`src/rtl/weight_bias_loader.sv`:
```
// Streams weight/bias words into every neuron of one layer, tagging each word
// with layer and neuron number on the neuron configuration bus.
module weight_bias_loader #(
  parameter int layerNo    = 2,
  parameter int numNeurons = 30,
  parameter int numWeight  = 30,
  parameter int LOAD_BIAS  = 1
) (
  input  logic        clk,
  input  logic        rst,
  input  logic        start,
  input  logic [31:0] s_data,
  input  logic        s_valid,
  output logic        s_ready,
  output logic        weightValid,
  output logic        biasValid,
  output logic [31:0] weightValue,
  output logic [31:0] biasValue,
  output logic [31:0] config_layer_num,
  output logic [31:0] config_neuron_num,
  output logic        busy,
  output logic        done
);

  localparam int NW = $clog2(numNeurons) + 1;
  localparam int WW = $clog2(numWeight) + 1;
  localparam logic [NW-1:0] N_LAST = NW'(numNeurons - 1);
  localparam logic [WW-1:0] W_LAST = WW'(numWeight - 1);

  typedef enum logic [1:0] {IDLE, WEIGHT, BIAS, DONE} state_t;

  state_t      state_q, state_d;
  logic [NW-1:0] n_q, n_d;
  logic [WW-1:0] w_q, w_d;
  logic        weight_valid_q, weight_valid_d;
  logic        bias_valid_q, bias_valid_d;
  logic [31:0] weight_value_q, weight_value_d;
  logic [31:0] bias_value_q, bias_value_d;
  logic [31:0] layer_q, layer_d;
  logic [31:0] neuron_q, neuron_d;
  logic        done_q, done_d;
  logic        hs;

  // Stream handshake: a word transfers on every rising edge where s_valid and
  // s_ready are both high; s_ready depends only on state, never on s_valid.
  assign s_ready = (state_q == WEIGHT) || (state_q == BIAS);
  assign hs      = s_valid & s_ready;

  always_comb begin
    state_d        = state_q;
    n_d            = n_q;
    w_d            = w_q;
    weight_valid_d = 1'b0;
    bias_valid_d   = 1'b0;
    weight_value_d = weight_value_q;
    bias_value_d   = bias_value_q;
    layer_d        = 32'd0;
    neuron_d       = neuron_q;
    done_d         = 1'b0;
    case (state_q)
      IDLE: begin
        if (start) begin
          state_d = WEIGHT;
          n_d     = '0;
          w_d     = '0;
        end
      end
      WEIGHT: begin
        if (hs) begin
          weight_valid_d = 1'b1;
          weight_value_d = s_data;
          layer_d        = 32'(layerNo);
          neuron_d       = 32'(n_q);
          w_d            = w_q + 1'b1;
          if (w_q == W_LAST) begin
            if (LOAD_BIAS != 0) begin
              state_d = BIAS;
            end else if (n_q == N_LAST) begin
              state_d = DONE;
              done_d  = 1'b1;
            end else begin
              n_d = n_q + 1'b1;
              w_d = '0;
            end
          end
        end
      end
      BIAS: begin
        if (hs) begin
          bias_valid_d = 1'b1;
          bias_value_d = s_data;
          layer_d      = 32'(layerNo);
          neuron_d     = 32'(n_q);
          if (n_q == N_LAST) begin
            state_d = DONE;
            done_d  = 1'b1;
          end else begin
            state_d = WEIGHT;
            n_d     = n_q + 1'b1;
            w_d     = '0;
          end
        end
      end
      default: state_d = IDLE;
    endcase
  end

  always_ff @(posedge clk) begin
    if (rst) begin
      state_q        <= IDLE;
      n_q            <= '0;
      w_q            <= '0;
      weight_valid_q <= 1'b0;
      bias_valid_q   <= 1'b0;
      weight_value_q <= 32'd0;
      bias_value_q   <= 32'd0;
      layer_q        <= 32'd0;
      neuron_q       <= 32'd0;
      done_q         <= 1'b0;
    end else begin
      state_q        <= state_d;
      n_q            <= n_d;
      w_q            <= w_d;
      weight_valid_q <= weight_valid_d;
      bias_valid_q   <= bias_valid_d;
      weight_value_q <= weight_value_d;
      bias_value_q   <= bias_value_d;
      layer_q        <= layer_d;
      neuron_q       <= neuron_d;
      done_q         <= done_d;
    end
  end

  assign weightValid       = weight_valid_q;
  assign biasValid         = bias_valid_q;
  assign weightValue       = weight_value_q;
  assign biasValue         = bias_value_q;
  assign config_layer_num  = layer_q;
  assign config_neuron_num = neuron_q;
  assign busy              = (state_q != IDLE);
  assign done              = done_q;

endmodule

```
`config.mk`:
```
export PLATFORM = sky130hd
export DESIGN_NAME = weight_bias_loader
export DESIGN_NICKNAME = d
export VERILOG_FILES = /design/src/rtl/weight_bias_loader.sv
export SDC_FILE = /design/constraint.sdc
export NUM_CORES = 1
export LEC_CHECK = 0
export BUFFER_PORTS_ARGS = -buffer_cell sky130_fd_sc_hd__buf_4
export CORE_UTILIZATION = 43
export CTS_CLUSTER_SIZE = 30
export DETAILED_ROUTE_END_ITERATION = 10
export PLACE_DENSITY_LB_ADDON = 0.3
export SYNTH_ARGS = -nofsm -noshare
export SYNTH_HDL_FRONTEND = slang
export SYNTH_SLANG_ARGS = --single-unit
```
`constraint.sdc`:
```
create_clock -name clk -period 1.9 [get_ports clk]
set_clock_uncertainty 0.2 [all_clocks]
set_input_delay 0.19 -clock clk [delete_from_list [all_inputs] [get_ports clk]]
set_output_delay 0.19 -clock clk [all_outputs]
set_load 0.005 [all_outputs]
```
### Word level (Yosys, flattened, before mapping)

Index checks and enable logic that the tools add are counted.

* register bits after elaboration: 119
* latch bits: 0
* memory bits (writable): 0
* bits in read-only memories: 0
* input port bits: 36
* output and inout port bits: 133
* word-level logic and storage cells: 59
* memories kept: 0

* add/subtract/negate cells: 2
* multipliers: 0
* divide/modulo/power cells: 0
* $lt $le $gt $ge: 0
* equality and inequality tests: 9
* shifts and indexed selects: 0
* multiplexer cells: 17
* bitwise operators: 5
* reduce and logical (&&, ||, !) cells: 16

Operators with widths (number)
* $mux W6: 6
* $pmux W6 S3: 1
* $add A6 B1 Y6 const B: 2
* $eq A6 B5 Y1 const B: 2
* $mux W2: 6
* $pmux W6 S2: 1
* $ne A2 B2 Y1 const B: 4
* $reduce_and A4 Y1: 2
* $reduce_or A2 Y1: 4
* $pmux W2 S3: 1
* $reduce_and A2 Y1: 3
* $reduce_and A5 Y1: 1
* $not A1 Y1: 4
* $reduce_bool A2 Y1: 2
* $reduce_bool A3 Y1: 1
* $reduce_or A3 Y1: 1
* $eq A2 B1 Y1 const B: 1
* $eq A2 B2 Y1 const B: 1
* $logic_not A2 Y1: 1
* $mux W1: 2
* $ne A2 B1 Y1 const B: 1
* $and A1 B1 Y1: 1
* $logic_or A1 B1 Y1: 1

### Logic depth before layout (Yosys ltp)

* depth in word-level cells: 5
* gate-level depth with buffers: 8

### Worst setup path before layout

No wires, ideal clock.

* path kind: reg2reg
* start: register state_q[0]
* end: register w_q[3]
* library setup time: 137 ps
* data arrival time: 1618 ps
* required time: 1563 ps
* path slack: -55 ps
* cell stages (with the launch flop): 8
* period minus slack after synthesis: 1955 ps
* cells stage by stage: dfxtp_1 > inv_1 > ha_1 > buf_4 > and3b_1 > a21o_1 > a2111oi_0 > o32ai_1

* word-level cells in the longest chain between the ends: 5

Ends and longest elaborated chain
* from (decl): RTL line 32 `state_t state_q, state_d;`
* from (signal assigned): RTL line 121 `state_q <= state_d;`
* $eq A2 B1 Y1 or $eq A2 B2 Y1 (tied branches): RTL line 46, 60
* $logic_or A1 B1 Y1: RTL line 46 `assign s_ready = (state_q == WEIGHT) || (state_q == BIAS);`
* $and A1 B1 Y1: RTL line 47 `assign hs = s_valid & s_ready;`
* $ne A2 B2 Y1 (no line)
* $reduce_and A5 Y1 (no line)
* to (signal assigned): RTL line 123 `w_q <= w_d;`
* to (decl): RTL line 34 `logic [WW-1:0] w_q, w_d;`

Several ways; a longest one is shown, not always the timed one.
A chain may end at the register's enable or synchronous reset.

### Worst setup path in the final report

Same ends and word-level chain as after synthesis.

==> run_results.csv <==
group,metric,value,unit
outcome,status,"finished, violations left",
outcome,violations,"negative setup slack",
setup_path,worstPathRequired,1.92,ns
die,die_w,97.0,µm
power_and_ir_drop,p_seq_share,41.8,%
timing,final-setup-viol-count,5,
setup_path,arrival,1.94,ns
grt,grt_max_degree,43,
power_and_ir_drop,switching_share,31.9,%
finish,fillers,738,
setup_path,crit_family,"compound AO/OA/AOI/OAI gates",
setup_path,cpMaxStageDelayCell,"dfxtp_2",
placed_design,io_buffers,111,
yosys,ys_seq_area_share,45.4,%
yosys,synth_cell_types,39,
power_and_ir_drop,clkPwrFrac,27.9,%
hold_path,hold_class,"input port to flop",
yosys,synth_cells,489,
placed_design,pre_cts_slack,-0.0766,ns
power_and_ir_drop,ir_worst_vdd,0.581,mV
finish,layout_commonest_cell,"nand2_1",
placed_design,place_congestion,0.897,
yosys,synth_seq_cells,88,
power_and_ir_drop,p_total,0.00495,W
setup_path,critical_path_class,"flop to flop",
finish,nets,684,
drt,post-route-drc-count,0,
drt,wl,10.4,mm
placed_design,placedInstanceArea,4750,µm²
hold_path,min_from,"rst",
yosys,ys_warn_count,0,
timing,min_period,1.92,ns
setup_path,ff2ff_path_depth,6,
setup_path,rr_startpoint,"state_q[0]$_SDFFE_PP0P_",
setup_path,cp_num_cells,6,
cts,root_buffer,"clkbuf_8",
finish,post-route-util,61.8,%
timing,setup_ws,-0.0197,ns
setup_path,end_kind,"flop",
power_and_ir_drop,p_comb_share,30.3,%
grt,grt_usage,20.9,%
cts,cts_tree,"done",
drt,postRouteAntennaNets,0,
power_and_ir_drop,p_leak,2.27,nW
hold_path,hold_depth,2,
finish,drive_gt1_share,28.5,%
grt,grt_first_pass_wirelength,16.2,mm
setup_path,worstSetupStartpoint,"state_q[0]$_SDFFE_PP0P_",
setup_path,slowest_delay,0.37,ns
finish,diodes,0,
cts,clock_latency,0.35,ns
timing,fin_crit_sh,101,%
setup_path,path_cells,"inv_4, ha_4, and3b_2, a21o_4, a2111oi_2, o32ai_2",
cts,path_clk_slew,0.10,ns
grt,grt_overflow_total,0,
setup_path,crit_fanout,7,
die,ios,169,
timing,hold_violations,0,
yosys,netlist_area,3880,µm²
timing,fmax,521,MHz
timing,grt_setup_unrepaired,"yes",
flow_run,drv_cap,0,
finish,final_cell_mix,"147 x nand2_1, 133 x buf_4, 86 x dfxtp_1",
finish,area_growth,38.9,%
cts,clock-sinks,88,
drt,vias,3707,
power_and_ir_drop,cellInternalPower,0.00337,W
setup_path,timing.critical_path.buf_inv,1,
die,core,8720,µm²
die,die-area,9410,µm²
placed_design,dp.final_hpwl,6.74,mm
die,initial_core_util,44.5,%
drt,dr.first_iter.drc_count,160,
die,row_count,34,
drt,wl_per_cell,13.7,µm
grt,grt_pass1_vias,3395,
power_and_ir_drop,switchingPower,0.00158,W
cts,clock_path_buffers,2,
grt,antenna_found_initial,0,
cts,h-tree-depth,3,
finish,stdcell_area,5390,µm²
setup_path,start_kind,"flop",
die,die_y,97.0,µm
drt,vias_per_cell,4.92,
yosys,syn_avg_cell_area,7.93,µm²
cts,cts-buffers-inserted,9,
timing,maxSlewViolCount,0,
power_and_ir_drop,power_density,918,nW/µm²
drt,dr.pass1.iters,5,
metrics by stage:
stage	cells	setup TNS, ns	hold slack, ns
after floorplan	545	0	0.126
after global placement	702	-0.00261	0.242
after detailed placement	702	-0.359	0.249
after CTS	751	-0.163	0.0548
after global routing	753	-0.395	0.0725
final	753	-0.0528	0.0709
power groups by stage:
| stage | logic, W | registers [W] | clock network, W |
|---|---|---|---|
| finish | 0.00150 | 0.00207 | 0.00138 |
| global route | 0.00163 | 0.00209 | 0.00148 |
| CTS | 0.00138 | 0.00205 | 0.00140 |
| detailed placement | 0.00130 | 0.00210 | 0 |
| global placement | 0.00128 | 0.00209 | 0 |
| floorplan | 0.000757 | 0.00210 | 0 |
cell usage after synthesis:
| library cell | n | area, µm² |
|---|---|---|
| and3_1 | 3 | 18.8 |
| buf_1 | 3 | 11.3 |
| or3_1 | 3 | 18.8 |
| or3b_1 | 1 | 8.76 |
| buf_2 | 4 | 20.0 |
| a21o_1 | 4 | 30.0 |
| nand3_1 | 6 | 30.0 |
| nor4_1 | 2 | 12.5 |
| and2_1 | 2 | 12.5 |
| nand2_1 | 148 | 556 |
| o21ai_1 | 1 | 5.00 |
| o32ai_1 | 4 | 35.0 |
| o211ai_4 | 1 | 21.3 |
| ha_1 | 8 | 100 |
| o311ai_0 | 1 | 8.76 |
| or2_2 | 5 | 31.3 |
| and3b_1 | 1 | 8.76 |
| nand4_1 | 3 | 18.8 |
| a21oi_1 | 78 | 390 |
| nand3_2 | 1 | 10.0 |
| clkbuf_1 | 19 | 71.3 |
| a41oi_1 | 1 | 8.76 |
| inv_1 | 10 | 37.5 |
| o21a_1 | 1 | 7.51 |
| a211o_1 | 1 | 8.76 |
| nand2b_1 | 1 | 6.26 |
| nor3_1 | 1 | 5.00 |
| o31ai_1 | 5 | 37.5 |
| nor2_1 | 5 | 18.8 |
| a2111oi_0 | 4 | 35.0 |
| a31o_2 | 1 | 8.76 |
| o31a_1 | 1 | 8.76 |
| nand3b_1 | 1 | 7.51 |
| buf_4 | 59 | 443 |
| a311oi_1 | 1 | 8.76 |
| nor2b_1 | 3 | 18.8 |
| o21ai_0 | 7 | 35.0 |
| dfxtp_1 | 88 | 1760 |
| conb_1 | 1 | 3.75 |
per-layer routing:
layer  track usage, %  part of all wire (%)  vias up
li1                 -                     -     1810
met1             26.5                    44     1709
met2             34.1                    48      164
met3             4.84                   5.7       24
met4             8.84                   2.4        0
met5                0                     0        -
kinds of logic after synthesis:
| logic type | Yosys count | share of synthesized area [%] |
|---|---|---|
| and+or+nand+nor | 186 | 20.2 |
| AOI/OAI and AO/OA | 111 | 16.7 |
| buffers and inverters | 95 | 15.0 |
| DFF | 88 | 45.4 |
| adders and majority gates | 8 | 2.58 |
| other | 1 | 0.0967 |
flip-flops by register name, indices dropped and copies added (netlist names):
register / flops
weightValue: 32
biasValue: 32
w_q: 6
biasValid: 1
config_layer_num: 1
config_neuron_num: 6
done: 1
state_q: 2
n_q: 6
weightValid: 1
cell type report:
cell class / instances / area (µm²) / area share [%]
multi-input cells: 362 / 1840 / 34.2
flip-flops and latches: 88 / 1770 / 32.8
repair buffers: 169 / 1390 / 25.8
clock buffers: 10 / 138 / 2.55
well taps: 108 / 135 / 2.51
clock inverters: 6 / 73.8 / 1.37
inverters: 10 / 40.0 / 0.743
worst paths after layout:
path	end	slack, ns
worst max register to register	w_q[3]$_SDFFE_PP0P_	-0.02
worst min register to register	config_neuron_num[4]$_SDFFE_PP0P_	0.26
worst min-delay path	config_layer_num[1]$_SDFF_PP0_	0.07
worst max-delay path	w_q[3]$_SDFFE_PP0P_	-0.02
timing repair:
item                                    CTS  global route
endpoints found under the setup margin   13            46
hold buffers                             32             0
setup buffers                             1             2
resized for setup                         5            18
pin swaps                                 3             6
hold endpoints to repair                 64             0
Note: power is estimated with default switching activity, not from simulation.
